<file path="src/rtl/flash_mp_pkg.sv">
// Shared types for the flash memory-protection data-region table.
// Used by the region config block and by the per-port region selectors.
package flash_mp_pkg;

    localparam int MpNumRegions = 8;
    localparam int MpAddrW      = 9;
    localparam int IdxW         = $clog2(MpNumRegions);

    typedef struct packed {
        logic rd_en;
        logic prog_en;
        logic erase_en;
        logic ecc_en;
    } data_region_attr_t;

    typedef struct packed {
        logic                lock;
        logic                en;
        data_region_attr_t   attr;
        logic [MpAddrW:0]    size;
        logic [MpAddrW-1:0]  base;
    } region_cfg_t;

    localparam int RegW = $bits(region_cfg_t);

    typedef enum logic {
        StIdle,
        StStaged
    } shadow_state_e;

    // The region must end at or below the top of the page space.
    function automatic logic range_ok(region_cfg_t cfg);
        logic [MpAddrW:0] span_end;
        span_end = {1'b0, cfg.base} + cfg.size;
        return span_end <= {1'b1, {MpAddrW{1'b0}}};
    endfunction

endpackage

</file>
<file path="src/rtl/flash_mp_region_cfg_if.sv">
// Config access bus of the region table: request/grant in, registered response out.
interface flash_mp_region_cfg_if;
    import flash_mp_pkg::*;

    logic             req;
    logic             we;
    logic [IdxW-1:0]  idx;
    region_cfg_t      wdata;
    logic             gnt;
    logic             ack;
    logic             err;
    region_cfg_t      rdata;

    modport master (output req, we, idx, wdata, input gnt, ack, err, rdata);
    modport slave  (input req, we, idx, wdata, output gnt, ack, err, rdata);

endinterface

</file>
<file path="src/rtl/flash_mp_region_shadow.sv">
// Shadowed two-write commit: first write stages {idx,data}, an identical second write commits.
module flash_mp_region_shadow
    import flash_mp_pkg::*;
(
    input  logic             clk_i,
    input  logic             rst_i,
    input  logic             wr_i,
    input  logic [IdxW-1:0]  idx_i,
    input  region_cfg_t      wdata_i,
    input  logic             locked_i,
    output logic             commit_o,
    output logic [IdxW-1:0]  commit_idx_o,
    output region_cfg_t      commit_data_o,
    output logic             err_o,
    output logic             mismatch_o
);

    shadow_state_e   state_q, state_d;
    logic [IdxW-1:0] stage_idx_q, stage_idx_d;
    region_cfg_t     stage_data_q, stage_data_d;

    always_comb begin
        // NOTE: every output of this block gets a default first, so no path infers a latch.
        state_d      = state_q;
        stage_idx_d  = stage_idx_q;
        stage_data_d = stage_data_q;
        commit_o     = 1'b0;
        err_o        = 1'b0;
        mismatch_o   = 1'b0;
        if (wr_i) begin
            unique case (state_q)
                StIdle: begin
                    if (locked_i) begin
                        err_o = 1'b1;
                    end else begin
                        stage_idx_d  = idx_i;
                        stage_data_d = wdata_i;
                        state_d      = StStaged;
                    end
                end
                StStaged: begin
                    state_d      = StIdle;
                    stage_idx_d  = '0;
                    stage_data_d = '0;
                    if (idx_i == stage_idx_q && wdata_i == stage_data_q) begin
                        commit_o = range_ok(stage_data_q);
                        err_o    = ~range_ok(stage_data_q);
                    end else begin
                        err_o      = 1'b1;
                        mismatch_o = 1'b1;
                    end
                end
                default: state_d = StIdle;
            endcase
        end
    end

    assign commit_idx_o  = stage_idx_q;
    assign commit_data_o = stage_data_q;

    always_ff @(posedge clk_i or posedge rst_i) begin
        // NOTE: state registers use non-blocking assignments so all flops update together.
        if (rst_i) begin
            state_q      <= StIdle;
            stage_idx_q  <= '0;
            stage_data_q <= '0;
        end else begin
            state_q      <= state_d;
            stage_idx_q  <= stage_idx_d;
            stage_data_q <= stage_data_d;
        end
    end

endmodule

</file>
<file path="src/rtl/flash_mp_region_cfg.sv">
// Write side of the flash MP data-region table: init sweep, entry array,
// lock handling and the registered config response.
module flash_mp_region_cfg
    import flash_mp_pkg::*;
#(
    parameter int   NumRegions = MpNumRegions,
    parameter int   AddrW      = MpAddrW,
    parameter logic HwDataAttr = 1'b1,
    localparam int  TableW     = NumRegions * (2 * AddrW + 7)
) (
    input  logic                 clk_i,
    input  logic                 rst_i,
    flash_mp_region_cfg_if.slave cfg,
    output logic                 init_done_o,
    output logic                 shadow_err_o,
    output logic [TableW-1:0]    region_cfg_o
);

    region_cfg_t     entries_q [NumRegions];
    region_cfg_t     entries_d [NumRegions];
    logic [IdxW-1:0] count_q, count_d;
    logic            init_done_q, init_done_d;
    logic            shadow_err_q, shadow_err_d;
    logic            ack_q, ack_d;
    logic            err_q, err_d;
    region_cfg_t     rdata_q, rdata_d;

    logic            accept, idx_ok, sh_wr;
    logic            sh_commit, sh_err, sh_mismatch;
    logic [IdxW-1:0] sh_commit_idx;
    region_cfg_t     sh_commit_data, sel_entry, default_entry;

    assign accept    = cfg.req & init_done_q;
    assign idx_ok    = 32'(cfg.idx) < NumRegions;
    assign sel_entry = idx_ok ? entries_q[cfg.idx] : '0;
    assign sh_wr     = accept & cfg.we & idx_ok;

    always_comb begin
        default_entry            = '0;
        default_entry.attr.rd_en = HwDataAttr;
    end

    flash_mp_region_shadow u_shadow (
        .clk_i         (clk_i),
        .rst_i         (rst_i),
        .wr_i          (sh_wr),
        .idx_i         (cfg.idx),
        .wdata_i       (cfg.wdata),
        .locked_i      (sel_entry.lock),
        .commit_o      (sh_commit),
        .commit_idx_o  (sh_commit_idx),
        .commit_data_o (sh_commit_data),
        .err_o         (sh_err),
        .mismatch_o    (sh_mismatch)
    );

    // The init sweep owns the array until it finishes; commits only land afterwards.
    always_comb begin
        entries_d   = entries_q;
        count_d     = count_q;
        init_done_d = init_done_q;
        if (!init_done_q) begin
            entries_d[count_q] = default_entry;
            count_d            = count_q + 1'b1;
            if (32'(count_q) == NumRegions - 1) begin
                init_done_d = 1'b1;
            end
        end else if (sh_commit) begin
            entries_d[sh_commit_idx] = sh_commit_data;
        end
    end

    always_comb begin
        ack_d        = accept;
        err_d        = accept & (~idx_ok | (cfg.we & sh_err));
        rdata_d      = (accept & ~cfg.we) ? sel_entry : '0;
        shadow_err_d = shadow_err_q | sh_mismatch;
    end

    always_ff @(posedge clk_i or posedge rst_i) begin
        if (rst_i) begin
            // NOTE: the entry array is reset because the table must read all-zero until the sweep runs.
            for (int i = 0; i < NumRegions; i++) begin
                entries_q[i] <= '0;
            end
            count_q      <= '0;
            init_done_q  <= 1'b0;
            shadow_err_q <= 1'b0;
            ack_q        <= 1'b0;
            err_q        <= 1'b0;
            rdata_q      <= '0;
        end else begin
            entries_q    <= entries_d;
            count_q      <= count_d;
            init_done_q  <= init_done_d;
            shadow_err_q <= shadow_err_d;
            ack_q        <= ack_d;
            err_q        <= err_d;
            rdata_q      <= rdata_d;
        end
    end

    assign cfg.gnt      = init_done_q;
    assign cfg.ack      = ack_q;
    assign cfg.err      = err_q;
    assign cfg.rdata    = rdata_q;
    assign init_done_o  = init_done_q;
    assign shadow_err_o = shadow_err_q;

    always_comb begin
        region_cfg_o = '0;
        for (int i = 0; i < NumRegions; i++) begin
            region_cfg_o[i*RegW +: RegW] = entries_q[i];
        end
    end

endmodule

</file>
<file path="src/flat_wrapper.sv">
// flat-port wrapper written by rule: the top's interface ports become plain ports
module flash_mp_region_cfg_flat import flash_mp_pkg::*;
#(
    parameter int   NumRegions = MpNumRegions,
    parameter int   AddrW      = MpAddrW,
    parameter logic HwDataAttr = 1'b1,
    localparam int  TableW     = NumRegions * (2 * AddrW + 7)
)
  (clk_i, rst_i, init_done_o, shadow_err_o, region_cfg_o, cfg_req, cfg_we, cfg_idx, cfg_wdata, cfg_gnt, cfg_ack, cfg_err, cfg_rdata);
  flash_mp_region_cfg_if cfg_i ();
  input  logic clk_i;
  input  logic rst_i;
  output logic init_done_o;
  output logic shadow_err_o;
  output logic [TableW-1:0] region_cfg_o;
  input wire logic [$bits(cfg_i.req)-1:0] cfg_req;
  input wire logic [$bits(cfg_i.we)-1:0] cfg_we;
  input wire logic [$bits(cfg_i.idx)-1:0] cfg_idx;
  input wire logic [$bits(cfg_i.wdata)-1:0] cfg_wdata;
  output wire logic [$bits(cfg_i.gnt)-1:0] cfg_gnt;
  output wire logic [$bits(cfg_i.ack)-1:0] cfg_ack;
  output wire logic [$bits(cfg_i.err)-1:0] cfg_err;
  output wire logic [$bits(cfg_i.rdata)-1:0] cfg_rdata;
  assign cfg_i.req = cfg_req;
  assign cfg_i.we = cfg_we;
  assign cfg_i.idx = cfg_idx;
  assign cfg_i.wdata = cfg_wdata;
  assign cfg_gnt = cfg_i.gnt;
  assign cfg_ack = cfg_i.ack;
  assign cfg_err = cfg_i.err;
  assign cfg_rdata = cfg_i.rdata;
  flash_mp_region_cfg #(.NumRegions(NumRegions), .AddrW(AddrW), .HwDataAttr(HwDataAttr)) u_core (.clk_i(clk_i), .rst_i(rst_i), .cfg(cfg_i), .init_done_o(init_done_o), .shadow_err_o(shadow_err_o), .region_cfg_o(region_cfg_o));
endmodule
</file>
<file path="config.mk">
export PLATFORM = sky130hd
export DESIGN_NAME = flash_mp_region_cfg_flat
export DESIGN_NICKNAME = d
export VERILOG_FILES = /design/src/rtl/flash_mp_pkg.sv /design/src/rtl/flash_mp_region_cfg_if.sv /design/src/rtl/flash_mp_region_shadow.sv /design/src/rtl/flash_mp_region_cfg.sv /design/src/flat_wrapper.sv
export SDC_FILE = /design/constraint.sdc
export NUM_CORES = 1
export LEC_CHECK = 0
export CORE_UTILIZATION = 25
export CTS_BUF_LIST = sky130_fd_sc_hd__clkbuf_2
export DETAILED_ROUTE_END_ITERATION = 6
export PLACE_DENSITY = 0.57
export SYNTH_ARGS = -nofsm -noshare
export SYNTH_HDL_FRONTEND = slang
export SYNTH_SLANG_ARGS = --single-unit
</file>
<file path="constraint.sdc">
create_clock -name clk_i -period 11.7 [get_ports clk_i]
set_input_delay 2.34 -clock clk_i [delete_from_list [all_inputs] [get_ports clk_i]]
set_output_delay 2.34 -clock clk_i [all_outputs]
set_load 0.1 [all_outputs]
</file>
==> results of run 1 <==
## power by group
| group | switching [uW] | internal, uW |
|---|---|---|
| Clock | 429 | 308 |
| Sequential | 61.5 | 922 |
| Combinational | 318 | 125 |
## state kept, by name, indices dropped and copies added (netlist names)
| register | cells |
|---|---|
| u_core.cfg.err | 1 |
| u_core.cfg.ack | 1 |
| u_core.u_shadow.commit_idx_o | 3 |
| u_core.region_cfg_o | 200 |
| u_core.shadow_err_o | 1 |
| u_core.cfg.gnt | 1 |
| u_core.u_shadow.state_q | 1 |
| u_core.count_q | 3 |
| u_core.u_shadow.commit_data_o | 25 |
| u_core.cfg.rdata | 25 |
## Yosys cell counts (all sizes together), types with 2 or more instances
| cell | instances | share of area |
|---|---|---|
| dfrtp | 261 | 0.49 |
| a22o | 117 | 0.076 |
| nand2 | 109 | 0.030 |
| o21ai | 108 | 0.040 |
| nor3 | 103 | 0.038 |
| clkbuf | 101 | 0.029 |
| a32oi | 100 | 0.065 |
| mux4 | 50 | 0.084 |
| nor2 | 37 | 0.010 |
| xnor2 | 32 | 0.021 |
| nand2b | 27 | 0.013 |
| buf | 26 | 0.011 |
| mux2i | 26 | 0.019 |
| nand4 | 16 | 0.0075 |
| a21oi | 11 | 0.0052 |
| ha | 11 | 0.010 |
| inv | 11 | 0.0031 |
| nand3 | 11 | 0.0041 |
| nor4 | 10 | 0.0051 |
| a21o | 7 | 0.0039 |
| o31ai | 6 | 0.0044 |
| nor3b | 5 | 0.0044 |
| o31a | 4 | 0.0026 |
| a31oi | 3 | 0.0014 |
| mux2 | 3 | 0.0025 |
| nand3b | 3 | 0.0017 |
| or2 | 3 | 0.0014 |
| a311o | 2 | 0.0015 |
| and2 | 2 | 0.00093 |
| and3 | 2 | 0.00093 |
| nor2b | 2 | 0.00093 |
| nor4b | 2 | 0.0035 |
| o21a | 2 | 0.0011 |
| xor2 | 2 | 0.0013 |
## layer usage
layer | vias to the layer above | share of wire | global-route usage
li1 | 5230 | - | -
met1 | 6182 | 0.46 | 0.283
met2 | 528 | 0.44 | 0.294
met3 | 84 | 0.086 | 0.0647
met4 | 2 | 0.022 | 0.0682
met5 | - | 0.00023 | 0
## area by class of cell
cell class	count	share of cell area
sequential	261	0.376
multi-input combinational	827	0.369
timing repair buffer	289	0.162
clock buffer	118	0.0340
clock inverter	16	0.00656
antenna	1	0.000144
tap	688	0.0496
inverter	11	0.00281
## metrics by stage
step / util / area [sq um] / setup slack [ns] / std cells
global route: 0.329 / 17400 / 6.23 / 2211
floorplan: - / 13400 / 2.18 / 1226
CTS: 0.329 / 17400 / 6.43 / 2210
finish: 0.329 / 17400 / 6.39 / 2211
detailed placement: 0.315 / 16700 / 5.36 / 2076
global placement: 0.315 / 16700 / 5.42 / 2076
## logic make-up after synthesis
kind of cell	count (synthesis)
and+or+nand+nor	335
DFF	261
xor gates and xnor gates	34
adders and majority gates	12
muxes	79
AOI/OAI and AO/OA	367
buffers and inverters	138
## layout by cell type, fill, tap and decap left out, types with 9 or more instances in the layout
cell type | synthesis | routed
ha_1 | 11 | 11
dfrtp_1 | 261 | 260
a22o_1 | 117 | 117
nor4_1 | 9 | 9
o21ai_0 | 101 | 101
inv_1 | 11 | 10
mux2i_1 | 26 | 26
nand2_1 | 109 | 108
a32oi_1 | 100 | 100
xnor2_1 | 32 | 32
buf_4 | 7 | 29
nand3_1 | 11 | 11
clkbuf_2 | 9 | 118
nor3_1 | 103 | 102
clkinv_1 | 0 | 9
nor2_1 | 37 | 34
mux4_2 | 50 | 50
clkdlybuf4s50_1 | 0 | 258
nand4_1 | 16 | 16
nand2b_1 | 27 | 27
## path summary, 6_finish.rpt
path | depth (start not counted) | from | to
min in group asynchronous | 2 | rst_i | u_core.u_shadow.commit_data_o[18]$_DFFE_PP0P_
worst max register to register | 11 | u_core.u_shadow.commit_data_o[0]$_DFFE_PP0P_ | u_core.region_cfg_o[36]$_DFFE_PP0P_
worst min register to register | 1 | u_core.count_q[0]$_DFFE_PP0N_ | u_core.count_q[0]$_DFFE_PP0N_
worst min-delay path | 1 | u_core.count_q[0]$_DFFE_PP0N_ | u_core.count_q[0]$_DFFE_PP0N_
max in group asynchronous | 4 | rst_i | u_core.region_cfg_o[136]$_DFFE_PP0P_
worst max-delay path | 8 | cfg_wdata[19] | u_core.region_cfg_o[165]$_DFFE_PP0P_
## worst max-delay path, cell delays in order
cell and delay [ns]:
clkdlybuf4s50_1 0.51, xnor2_1 0.13, nand4_1 0.19, nor4_2 0.71, and2_4 0.60, nand3_1 0.37
nor3b_4 1.05, a22o_1 0.26
==> flow_metrics.tcl, run 1 <==
set metrics [dict create \
    status "finished, violations left" \
    violations "DRC" \
    cp-end-kind "register" \
    synth_compound_area_frac 0.206 \
    fin_crit_sh 0.454 \
    grt_max_degree 113 \
    startpoint_type "input port" \
    dp_hpwl_microns 37400 \
    synth_flop_cell "dfrtp_1" \
    synthXorXnorAreaFrac 0.0222 \
    syn2layout_area_growth_pct 29.3 \
    gp_congestion 0.829 \
    power_uw 2160 \
    die_area_sq_um 54700 \
    cp_max_fo 46 \
    whs_ns 0.533 \
    root_buffer "clkbuf_2" \
    numClockSinks 261 \
    die_h_microns 234 \
    start_util 0.254 \
    antenna_found_initial 2 \
    grt_pass1_vias 11900 \
    synth-edff-count 0 \
    maxSlewHeadroom 0.190 \
    io_pins 262 \
    crit_required_ns 12.58 \
    p_leak_uw 0.00696 \
    powerDensity_nw_per_um2 125 \
    synth_nets 1270 \
    min_period_ns 5.31 \
    min_path_type "reg2reg" \
    worstPathArrival_ns 6.19 \
    io_buffers 261 \
    viasPerCell 5.44 \
    synth_area_sq_um 13400 \
    rsz0062_at_grt "no" \
    std_cell_rows 84 \
    cts_buffers 74 \
    drtAntennaViolNets 0 \
    grt_overflow 0 \
    syn_inst 1226 \
    ys_seq_elements 261 \
    multi_input_comb_area_sq_um 6410 \
    core_sq_um 52900 \
    fmax_mhz 188 \
    tightestPinTransition_ns 1.21 \
    finClkSkew_ns 0.0721 \
    hold_viol 0 \
    setup-violations-final 0 \
    wl_per_cell_microns 25.3 \
    cts_resized 0 \
    synth_top_family_by_area "compound AO/OA/AOI/OAI gates" \
    post_cts.repair.setup_buffers 0 \
    synth_area_per_cell_sq_um 11.0 \
    cts_max_level 3 \
    critPathKind "in2reg" \
    synth_cell_types 56 \
    grt_pass1_wl_microns 81600 \
    cts_tree "yes" \
    seqCellArea_sq_um 6540 \
    die_w_microns 234 \
    clockBufferDepth 3 \
    final_nets 1508 \
    dr.first_iter.drc_count 1171 \
    ys_seq_area_frac 0.486 \
    ys_async_sr_fraction 1.00 \
    drive_gt1_frac 0.154 \
    yosys.area_share.adder 0.0117 \
    ys_warn_count 0 \
    clk_latency_ns 1.01 \
    muxShareOfSynthArea 0.106 \
    cap_violations 0 \
    route.detailed.drc 34 \
    ir_worst_vdd_mv 0.110 \
    vias 12000 \
    r2r_slack_ns 7.04 \
    ctsHoldBuffers 0 \
    grtUsageTotal 0.203 \
    n_fill_cell 5318 \
    first_pass_iters 7 \
    tns_ns 0 \
    synth-simple-area-share 0.124 \
    path_clk_slew_ns 0.11 \
    wl_microns 55900 \
    drv_slew 0 \
]
No activity file was read; power rests on OpenSTA's default activity.
==> run 2, diff against run 1 <==
- PLACE_DENSITY: 0.57 -> 0.58
- clock period: 11.7 -> 4.3 ns (I/O delays scaled with it)
==> run 2 against run 1 <==
Effect of this change: the run still ends with DRC left; clock-buffer cell count shrank 8; sequential cell count is the same; final area grew 1.6%; first-iteration DRC count grew 0.43%; register-to-register slack lost 6.4 ns; hold slack lost 0.27 ns; non-clock buffer count grew 27; sequential share of layout area shrank 0.59 points; wire length grew 1.0%; combinational power grew to 3.1 times the previous value; critical endpoint is now u_core.region_cfg_o[36]$_DFFE_PP0P_; largest cell class unchanged.
==> flow_metrics.tcl, run 2 (same netlist as run 1, synthesis figures left out) <==
set metrics [dict create \
    io_buffers 261 \
    crit_chain "fa_1 -> a21o_1 -> a21oi_2 -> xnor2_1 -> or4_4 -> o31ai_4 -> nor4b_4 -> buf_12 -> o21ai_0" \
    finClkSkew_ns 0.0398 \
    ctsHoldBuffers 0 \
    layout_common_cells "260 x dfrtp_1, 256 x clkdlybuf4s50_1, 117 x a22o_1" \
    cap_violations 0 \
    p_seq_frac 0.438 \
    io_pins 262 \
    grt_max_degree 101 \
    fmax_mhz 270 \
    violations "DRC" \
    reg2reg_depth 9 \
    powerDensity_nw_per_um2 337 \
    worstReg2RegEnd "u_core.region_cfg_o[36]$_DFFE_PP0P_" \
    first_pass_iters 7 \
    setup_ws_ns 0.600 \
    wl_per_cell_microns 25.2 \
    grt_pass1_vias 11600 \
    start_util 0.254 \
    hold_viol 0 \
    cts_max_level 3 \
    drive_gt1_frac 0.166 \
    r2r_slack_ns 0.60 \
    final_cell_area_sq_um 17600 \
    setup-violations-final 0 \
    vias 12100 \
    ir_worst_vdd_mv 0.159 \
    route.detailed.drc 28 \
    p_leak_uw 0.00712 \
    fin_crit_sh 0.860 \
    grtUsageTotal 0.205 \
    status "finished, violations left" \
    power.switching_uw 2240 \
    largest_register_ffs 200 \
    maxSlewHeadroom 0.217 \
    viasPerCell 5.42 \
    r2r-start "u_core.u_shadow.commit_data_o[1]$_DFFE_PP0P_" \
    grt_overflow 0 \
    cp-end-kind "register" \
    critical_path.max_stage_delay_ns 0.60 \
    final_common_cell "dfrtp_1" \
    std_cell_rows 84 \
    tns_ns 0 \
    comb_power_share 0.230 \
    place_ws_ns 0.267 \
    clk_latency_ns 0.99 \
    dp_hpwl_microns 38500 \
    power_switching_share 0.377 \
    root_buffer "clkbuf_2" \
    clockBufferDepth 3 \
    placed_area_sq_um 16900 \
    drv_slew 0 \
    p_int_uw 3710 \
    numClockSinks 261 \
    placed_cells 2103 \
    path_clk_slew_ns 0.10 \
    syn2layout_area_growth_pct 31.4 \
    cts_tree "yes" \
    dr.first_iter.drc_count 1176 \
    antenna_found_initial 3 \
    final_nets 1540 \
    grt_pass1_wl_microns 81900 \
    post_cts.repair.setup_buffers 0 \
    die_h_microns 234 \
    final-instance-count-excl-fill 2240 \
    tightestPinTransition_ns 1.17 \
    wl_microns 56400 \
    power_uw 5950 \
    die_area_sq_um 54700 \
    crit_slowest_cell "or4_4" \
    min_path_type "in2async" \
    rsz0062_at_grt "no" \
    core_sq_um 52900 \
    cts_buffers 79 \
    cp_max_fo 100 \
    min_period_ns 3.70 \
    crit_required_ns 5.13 \
    startpoint_type "register" \
    p_clk_frac 0.332 \
    cts_resized 0 \
    critPathKind "reg2reg" \
    drtAntennaViolNets 0 \
    die_w_microns 234 \
    worstPathArrival_ns 4.53 \
    n_fill_cell 5347 \
    gp_congestion 0.844 \
]
-- run 2: cell types whose count changed in the layout (fill, tap and decap cells not counted), moves of 3 or more --
cell | before | now
buf_12 | 0 | 8
inv_2 | 4 | 1
clkbuf_2 | 118 | 110
buf_4 | 29 | 50
clkinv_2 | 1 | 5
clkinv_1 | 9 | 18
-- run 2: area by class of cell --
class / instances / area, sq um / area share
antenna: 1 / 2.50 / 0.000142
clock buffer: 110 / 551 / 0.0312
clock inverter: 26 / 156 / 0.00886
inverter: 11 / 45.0 / 0.00255
multi-input combinational: 827 / 6390 / 0.362
sequential: 261 / 6540 / 0.370
tap: 688 / 861 / 0.0488
timing repair buffer: 316 / 3110 / 0.176
-- run 2: worst max path at each step --
stage	slack (ns)	depth (start not counted)	endpoint	start
final	0.60	9	u_core.region_cfg_o[36]$_DFFE_PP0P_	u_core.u_shadow.commit_data_o[1]$_DFFE_PP0P_
after global routing	0.45	9	u_core.region_cfg_o[7]$_DFFE_PP0P_	u_core.u_shadow.commit_data_o[1]$_DFFE_PP0P_
after global placement	0.29	10	u_core.region_cfg_o[139]$_DFFE_PP0P_	cfg_wdata[20]
after floorplan	-0.002	1	u_core.cfg.ack$_DFF_PP0_	rst_i
after detailed placement	0.27	10	u_core.region_cfg_o[139]$_DFFE_PP0P_	cfg_wdata[20]
after CTS	0.62	1	region_cfg_o[84]	u_core.region_cfg_o[84]$_DFFE_PP0P_
-- run 2: power groups by stage --
stage	Combinational, uW	Clock, uW	Sequential, uW
floorplan	785	0	2690
global placement	1350	0	2650
detailed placement	1360	0	2650
CTS	1360	2060	2600
global route	1450	2180	2610
finish	1370	1980	2610
-- run 2: through the flow --
step | utilization | hold slack, ns
6_report | 0.334 | 0.260
5_1_grt | 0.334 | 0.167
4_1_cts | 0.334 | 0.0940
3_5_place_dp | 0.320 | 0.487
3_3_place_gp | 0.320 | 0.504
2_1_floorplan | - | 0.487
-- run 2: per-layer routing --
| layer | vias to the layer above | wire [microns] | GRT usage |
|---|---|---|---|
| li1 | 5295 | - | - |
| met1 | 6138 | 25400 | 0.296 |
| met2 | 624 | 24500 | 0.291 |
| met3 | 84 | 5230 | 0.0561 |
| met4 | 0 | 1330 | 0.0690 |
| met5 | - | 0 | 0 |
-- run 2: critical path: cells and delay by family (launching register included) --
| kind | cells | cell delay, ns |
|---|---|---|
| DFF | 1 | 0.54 |
| AOI/OAI and AO/OA | 4 | 0.99 |
| and+or+nand+nor | 2 | 0.93 |
| buffers and inverters | 1 | 0.35 |
| adders and majority gates | 1 | 0.51 |
| xor gates and xnor gates | 1 | 0.10 |
